File: config.mk
export PLATFORM = sky130hd
export DESIGN_NAME = demux2_stream
export DESIGN_NICKNAME = d
export VERILOG_FILES = /design/src/rtl/demux2_stream.sv
export SDC_FILE = /design/constraint.sdc
export NUM_CORES = 1
export LEC_CHECK = 0
export ABC_AREA = 1
export ABC_CLOCK_PERIOD_IN_PS = 2500
export BUFFER_PORTS_ARGS = -buffer_cell sky130_fd_sc_hd__buf_2
export CAP_MARGIN = 40
export CELL_PAD_IN_SITES_DETAIL_PLACEMENT = 0
export CELL_PAD_IN_SITES_GLOBAL_PLACEMENT = 1
export CORE_MARGIN = 2
export CORE_UTILIZATION = 46
export CTS_CLUSTER_DIAMETER = 120
export DETAILED_ROUTE_END_ITERATION = 12
export PLACE_DENSITY_LB_ADDON = 0.1
export SETUP_SLACK_MARGIN = 0.4
export SYNTH_ARGS = -nofsm -noshare
export SYNTH_HDL_FRONTEND = slang
export SYNTH_SLANG_ARGS = --single-unit
File: constraint.sdc
create_clock -name clk -period 2.5 [get_ports clk]
set_clock_uncertainty 0.15 [all_clocks]
set_input_delay 0.375 -clock clk [delete_from_list [all_inputs] [get_ports clk]]
set_output_delay 0.375 -clock clk [all_outputs]
set_load 0.005 [all_outputs]
File: src/rtl/demux2_stream.sv
// demux2_stream: 1:2 valid/ready stream demultiplexer.
//
// Each input word goes to one of two output channels, chosen by in_sel. Each channel has
// its own FIFO, so a stalled consumer on one channel never blocks traffic bound for the
// other channel.
//
// Ports:
//   clk, reset             rising-edge clock, synchronous active-high reset
//   in_valid/in_ready      producer handshake; in_sel chooses the channel, in_data is the word
//   out0_* / out1_*        per-channel valid/data/ready consumer handshakes
//   level0 / level1        per-channel FIFO occupancy (0..DEPTH)
//   cnt0 / cnt1            per-channel count of accepted words (wraps)
module demux2_stream #(
  parameter int unsigned WIDTH = 8,
  parameter int unsigned DEPTH = 4,
  parameter int unsigned CNT_W = 8
) (
  input  logic                     clk,
  input  logic                     reset,
  input  logic                     in_valid,
  input  logic                     in_sel,
  input  logic [WIDTH-1:0]         in_data,
  output logic                     in_ready,
  output logic                     out0_valid,
  output logic [WIDTH-1:0]         out0_data,
  input  logic                     out0_ready,
  output logic                     out1_valid,
  output logic [WIDTH-1:0]         out1_data,
  input  logic                     out1_ready,
  output logic [$clog2(DEPTH):0]   level0,
  output logic [$clog2(DEPTH):0]   level1,
  output logic [CNT_W-1:0]         cnt0,
  output logic [CNT_W-1:0]         cnt1
);

  localparam int unsigned PtrW = $clog2(DEPTH);
  localparam int unsigned LvlW = PtrW + 1;
  localparam logic [LvlW-1:0] LvlFull = LvlW'(DEPTH);

  // Per-channel state, index 0 = channel 0, index 1 = channel 1.
  logic [WIDTH-1:0] mem_q   [2][DEPTH];
  logic [PtrW-1:0]  wptr_q  [2];
  logic [PtrW-1:0]  rptr_q  [2];
  logic [LvlW-1:0]  level_q [2];
  logic [CNT_W-1:0] cnt_q   [2];

  logic [1:0] valid;
  logic [1:0] full;
  logic [1:0] ready;
  logic [1:0] push;
  logic [1:0] pop;

  assign ready = {out1_ready, out0_ready};

  // in_ready depends only on registered occupancy and in_sel; a full channel never
  // accepts, even if it is being popped in the same cycle.
  always_comb begin
    valid    = '0;
    full     = '0;
    push     = '0;
    for (int c = 0; c < 2; c++) begin
      valid[c] = (level_q[c] != '0);
      full[c]  = (level_q[c] == LvlFull);
    end
    in_ready = !reset && !full[in_sel];
    if (in_valid && in_ready) begin
      push[in_sel] = 1'b1;
    end
    pop = valid & ready;
  end

  always_ff @(posedge clk) begin
    if (reset) begin
      for (int c = 0; c < 2; c++) begin
        wptr_q[c]  <= '0;
        rptr_q[c]  <= '0;
        level_q[c] <= '0;
        cnt_q[c]   <= '0;
      end
    end else begin
      for (int c = 0; c < 2; c++) begin
        if (push[c]) begin
          wptr_q[c] <= wptr_q[c] + 1'b1;
          cnt_q[c]  <= cnt_q[c] + 1'b1;
        end
        if (pop[c]) begin
          rptr_q[c] <= rptr_q[c] + 1'b1;
        end
        // Push and pop together leave the level unchanged.
        level_q[c] <= level_q[c] + LvlW'(push[c]) - LvlW'(pop[c]);
      end
    end
  end

  // Storage needs no reset: contents are only visible while level is non-zero.
  always_ff @(posedge clk) begin
    for (int c = 0; c < 2; c++) begin
      if (push[c]) begin
        mem_q[c][wptr_q[c]] <= in_data;
      end
    end
  end

  assign out0_valid = valid[0];
  assign out1_valid = valid[1];
  assign out0_data  = mem_q[0][rptr_q[0]];
  assign out1_data  = mem_q[1][rptr_q[1]];
  assign level0     = level_q[0];
  assign level1     = level_q[1];
  assign cnt0       = cnt_q[0];
  assign cnt1       = cnt_q[1];

endmodule

### After elaboration in Yosys (flattened, before gate mapping)

Memories as Yosys holds them, arrays and structs flattened.
Index checks and enable logic that the tools add are counted.

| cells by class | value |
|---|---|
| add/subtract/negate cells | 10 |
| $lt $le $gt $ge | 8 |
| equality and inequality tests | 2 |
| multiplexer cells | 43 |
| bitwise logic cells | 13 |
| reductions and logical operators | 10 |

Operators with widths:

| cell | number |
|---|---|
| 32-bit two-way mux | 4 |
| 8-bit two-way mux | 8 |
| 8-bit binary-select mux with 2-bit select | 2 |
| 8-bit demux with 2-bit select | 2 |
| 32-bit OR reduction | 1 |
| 1-bit two-way mux | 19 |
| 8-bit by 1-bit adder with 8-bit output (second input constant) | 2 |
| 3-bit greater-or-equal comparator (second input constant) | 4 |
| 2-bit NOT with 3-bit output | 4 |
| 2-bit two-way mux | 5 |
| 2-bit by 1-bit adder with 2-bit output (second input constant) | 4 |
| 1-bit bitwise OR | 8 |
| 3-bit by 1-bit adder with 3-bit output | 2 |
| 3-bit == test (second input constant) | 2 |
| 3-bit by 1-bit < comparator with 1-bit output (second input constant) | 2 |
| 3-bit two-way mux | 2 |
| 3-bit nonzero test | 2 |
| 3-bit by 1-bit subtractor with 3-bit output | 2 |
| 1-bit logical AND | 5 |
| 2-bit AND | 1 |
| 1-bit logical NOT | 2 |
| 1-bit by 2-bit < comparator with 1-bit output (second input constant) | 1 |
| 1-bit demux with 1-bit select | 1 |
| 1-bit greater-or-equal comparator (second input constant) | 1 |

| word-level totals | value |
|---|---|
| flip-flop bits (word level) | 0 |
| bits in writable memories | 94 |
| input bits | 14 |
| output and inout bits | 41 |
| logic and storage cells | 91 |
| memories kept | 5 |

Memory list:

| memory | words | width | read ports | clocked after Yosys merged registers in | wr ports | line | RTL |
|---|---|---|---|---|---|---|---|
| mem_q | 2 | 32 | 2 | 0 | 1 | 41 | `logic [WIDTH-1:0] mem_q [2][DEPTH];` |
| cnt_q | 2 | 8 | 2 | 0 | 2 | 45 | `logic [CNT_W-1:0] cnt_q [2];` |
| level_q | 2 | 3 | 2 | 0 | 2 | 44 | `logic [LvlW-1:0] level_q [2];` |
| rptr_q | 2 | 2 | 2 | 0 | 2 | 43 | `logic [PtrW-1:0] rptr_q [2];` |
| wptr_q | 2 | 2 | 2 | 0 | 2 | 42 | `logic [PtrW-1:0] wptr_q [2];` |

### Depth between registers and ports, before layout

| depth | value |
|---|---|
| depth in word-level cells | 11 |
| depth in mapped cells | 12 |
| depth with buffers taken out | 12 |

### Worst setup path after synthesis

No wires, ideal clock.

| timing | value |
|---|---|
| path type | reg-to-reg |
| start point | memory level_q[0][4] (netlist bit) |
| end point | memory level_q[0][5] (netlist bit) |
| setup time | 0.078 ns |
| arrival | 1.808 ns |
| data required time | 2.272 ns |
| path slack | 0.464 ns |
| cell stages (with the launch flop) | 11 |
| buffers on the path | 0 |
| clock period less this slack | 2.036 ns |
| cell sequence | dfxtp_1 -> nor2_1 -> nand2_1 -> nand2_1 -> inv_1 -> ha_1 -> inv_1 -> ha_1 -> fa_1 -> and3_1 -> nor3_1 |

RTL lines:

| item | line |
|---|---|
| from (decl) | 44 |

==> reports/metrics.csv <==
stage,metric,value,unit
cts,Max clock buf depth,2,
cts,CTS buffer count,9,
critical_path,CP arrival,1.59,ns
route,drt pass-1 iters,4,
floorplan,Die Ht,98.36,um
logic_synthesis,Post-Syn Area,4095,um^2
status,status,finished clean,
route,WL met1,3.570,mm
cts,"Clk pin slew, worst setup/hold paths",0.08,ns
logic_synthesis,ys flop type,edfxtp_1,
placement,GPL Wtd Cong,0.7580,
grt,vias in the first global route,2526,
sta,final hold vios,0,
sta,Hold WS,0.1392,ns
route,drt via density,4.949,
finish,Ant. Diodes,0,
floorplan,die width,98.36,um
cts,htree depth,3,
logic_synthesis,Syn Area/Cell,11.70,um^2
logic_synthesis,synth warn,0,
critical_path,maximum fanout along the worst path,8,
job,Max Cap Viol,0,
cts,CTS tree,done,
placement,DPL Wire Length,4.873,mm
sta,Slew Limit Fails,0,
logic_synthesis,Post-synth ARST share,0,
sta,fin crit share,0.8458,
grt,total track usage,0.1655,
route,# DRC,0,
critical_path,Crit. End Element,output pin,
floorplan,Top Ports,55,
route,post-DR wirelength/cell,14.17,um
grt,global route total overflow,0,
hold_path,hold crit path type,in -> reg,
critical_path,WP buf/inv,2,
route,DR top layer,met4,
logic_synthesis,sequential element share of the synthesized area,0.6746,
floorplan,num rows,34,
route,Total Routed Length,7.720,mm
floorplan,core region area,8678,um^2
critical_path,crit path kind,reg -> out,
logic_synthesis,count of state elements after synthesis,94,
cts,Skew-Pair Late Insertion Delay,0.34,ns
grt,largest net degree at the start of global routing,21,
sta,min Tclk post-route,2.114,ns
logic_synthesis,leading area contributor after synthesis,edfxtp_1,
logic_synthesis,"EDFF count, synth",88,
finish,# fillers,794,
finish,footprint of the multi-input gates,1126,um^2
finish,share of cells above drive strength 1,0.2677,
finish,post-route core utilization,0.5669,
critical_path,worst-path cell chain,clkinvlp_4 -> o21ai_0 -> o22ai_1 -> buf_2,
grt,initial antenna violation count,0,
placement,port buffer count,54,
critical_path,max incr delay on CP,0.52,ns
logic_synthesis,commonest cells in the netlist,"88 x edfxtp_1, 74 x nor2_1, 46 x inv_1, 33 x o21ai_0, 28 x nand2_1",
power_and_ir_drop,Leak,1.963,nW
logic_synthesis,most frequent cell after synthesis,edfxtp_1,
logic_synthesis,"top cells by area, synth","edfxtp_1 65%, nor2_1 6.8%, ha_1 4.3%",
sta,Slew HR,0.7079,
finish,area delta synth->final,20.13,%
cts,TritonCTS Sinks,94,
route,WL met2,3.656,mm
route,"antenna viol nets, final",0,
finish,register area,2770,um^2
sta,RSZ-0062 raised after global routing,true,
sta,Setup TNS Final,0,ns
critical_path,Worst Path Required,1.98,ns
grt,global-route wire length before repair,12.45,mm
sta,final setup violation count,0,
cts,# hold bufs at CTS,0,
critical_path,CP startpoint kind,flop,
critical_path,CP top delay family,flip-flops,
sta,Max Clk Rate,472.9,MHz
logic_synthesis,count of different cell masters after synthesis,24,
floorplan,Initial Util,0.4719,
route,routed wl met3,355,um
sta,pin slew with the least headroom to its limit,0.4371,ns
route,total number of vias,2697,
logic_synthesis,Cells after Synth,350,
critical_path,slowest CP cell,edfxtp_1,
logic_synthesis,top-area cell type share of the netlist area,0.6453,
cts,root buffer cell,clkbuf_8,
floorplan,DIE AREA,9674,um^2
power_and_ir_drop,maximum VDD drop,0.5513,mV
logic_synthesis,Syn Nets,380,
finish,final net count,462,
power_and_ir_drop,PwrDens,898.2,nW/um^2
route,drt initial violations,121,
## report_power, final
part / switching [mW] / internal (mW) / total, mW
Combinational: 0.734 / 0.611 / 1.34
Sequential: 0.131 / 1.88 / 2.01
Clock: 0.503 / 0.557 / 1.06
## layout by cell type (no fill, tap or decap), drive strengths merged, types with 2 or more instances in the layout
cell,count
a21oi,7
buf,79
bufinv,2
clkbuf,9
clkinv,4
clkinvlp,5
dfxtp,6
edfxtp,88
fa,2
ha,14
inv,44
nand2,28
nand3,6
nand3b,2
nand4,3
nor2,74
o21ai,33
o22ai,16
xnor2,10
xor2,2
## through the flow
| stage | power (mW) | setup slack (ns) | area (um^2) | instances |
|---|---|---|---|---|
| after floorplan | 2.735 | 0.4644 | 4095 | 350 |
| after global placement | 3.152 | 0.3947 | 4518 | 513 |
| after detailed placement | 3.162 | 0.3234 | 4518 | 513 |
| after CTS | 4.276 | 0.4097 | 4765 | 532 |
| after global routing | 4.733 | 0.2800 | 4920 | 545 |
| final | 4.419 | 0.3855 | 4920 | 545 |
## repair_timing
action,in CTS,in global routing
cloned,0,2
setup endpoints to repair,14,18
resized for setup,5,32
pin swaps,1,11
setup buffers,3,11
## layer usage
metal	vias up	track usage
met3	11	0.03293
met1	1273	0.2321
met2	60	0.2533
li1	1353	-
met5	-	0
met4	0	0.07165
## worst register-to-register path, cell delays in order, from the launching register on
cell	delay, ns
dfxtp_2	0.34
nor2_2	0.12
nand2_1	0.07
nand2_1	0.08
inv_1	0.06
ha_1	0.27
inv_1	0.04
ha_1	0.19
fa_2	0.53
inv_1	0.04
nor2_1	0.07
## registers in the layout (all words and copies together), names as in the netlist
signal,cells
mem_q,64
cnt_q,16
level_q,6
rptr_q,4
wptr_q,4
## final cells by class
cell class	instances	area share
Clock buffer	9	0.02518
Timing Repair Buffer	79	0.09766
Sequential cell	94	0.5631
Timing Repair inverter	2	0.003052
Tap cell	108	0.02747
Inverter	46	0.03662
Multi-Input combinational cell	200	0.2289
Clock inverter	7	0.01806
## path summary, 6_finish.rpt
| check | startpoint | end | slack, ns | depth (start not counted) |
|---|---|---|---|---|
| hold / removal | reset | level_q[0][4] | 0.14 | 2 |
| setup reg to reg | level_q[0][3] | level_q[0][4] | 0.51 | 10 |
| setup / recovery | rptr_q[0][2] | out1_data[6] | 0.39 | 4 |
| hold reg to reg | level_q[0][2] | level_q[0][2] | 0.46 | 2 |
## cells by family (layout without fill, tap and decap cells)
group / after synthesis / after routing / share of synthesized area
simple gates: 116 / 116 / 0.1149
flops: 94 / 94 / 0.6746
compound gates: 56 / 56 / 0.07425
buf+inv: 56 / 143 / 0.05805
fa+ha+maj: 16 / 16 / 0.05255
xor+xnor: 12 / 12 / 0.02566
Power figures use the tool's default switching activity.
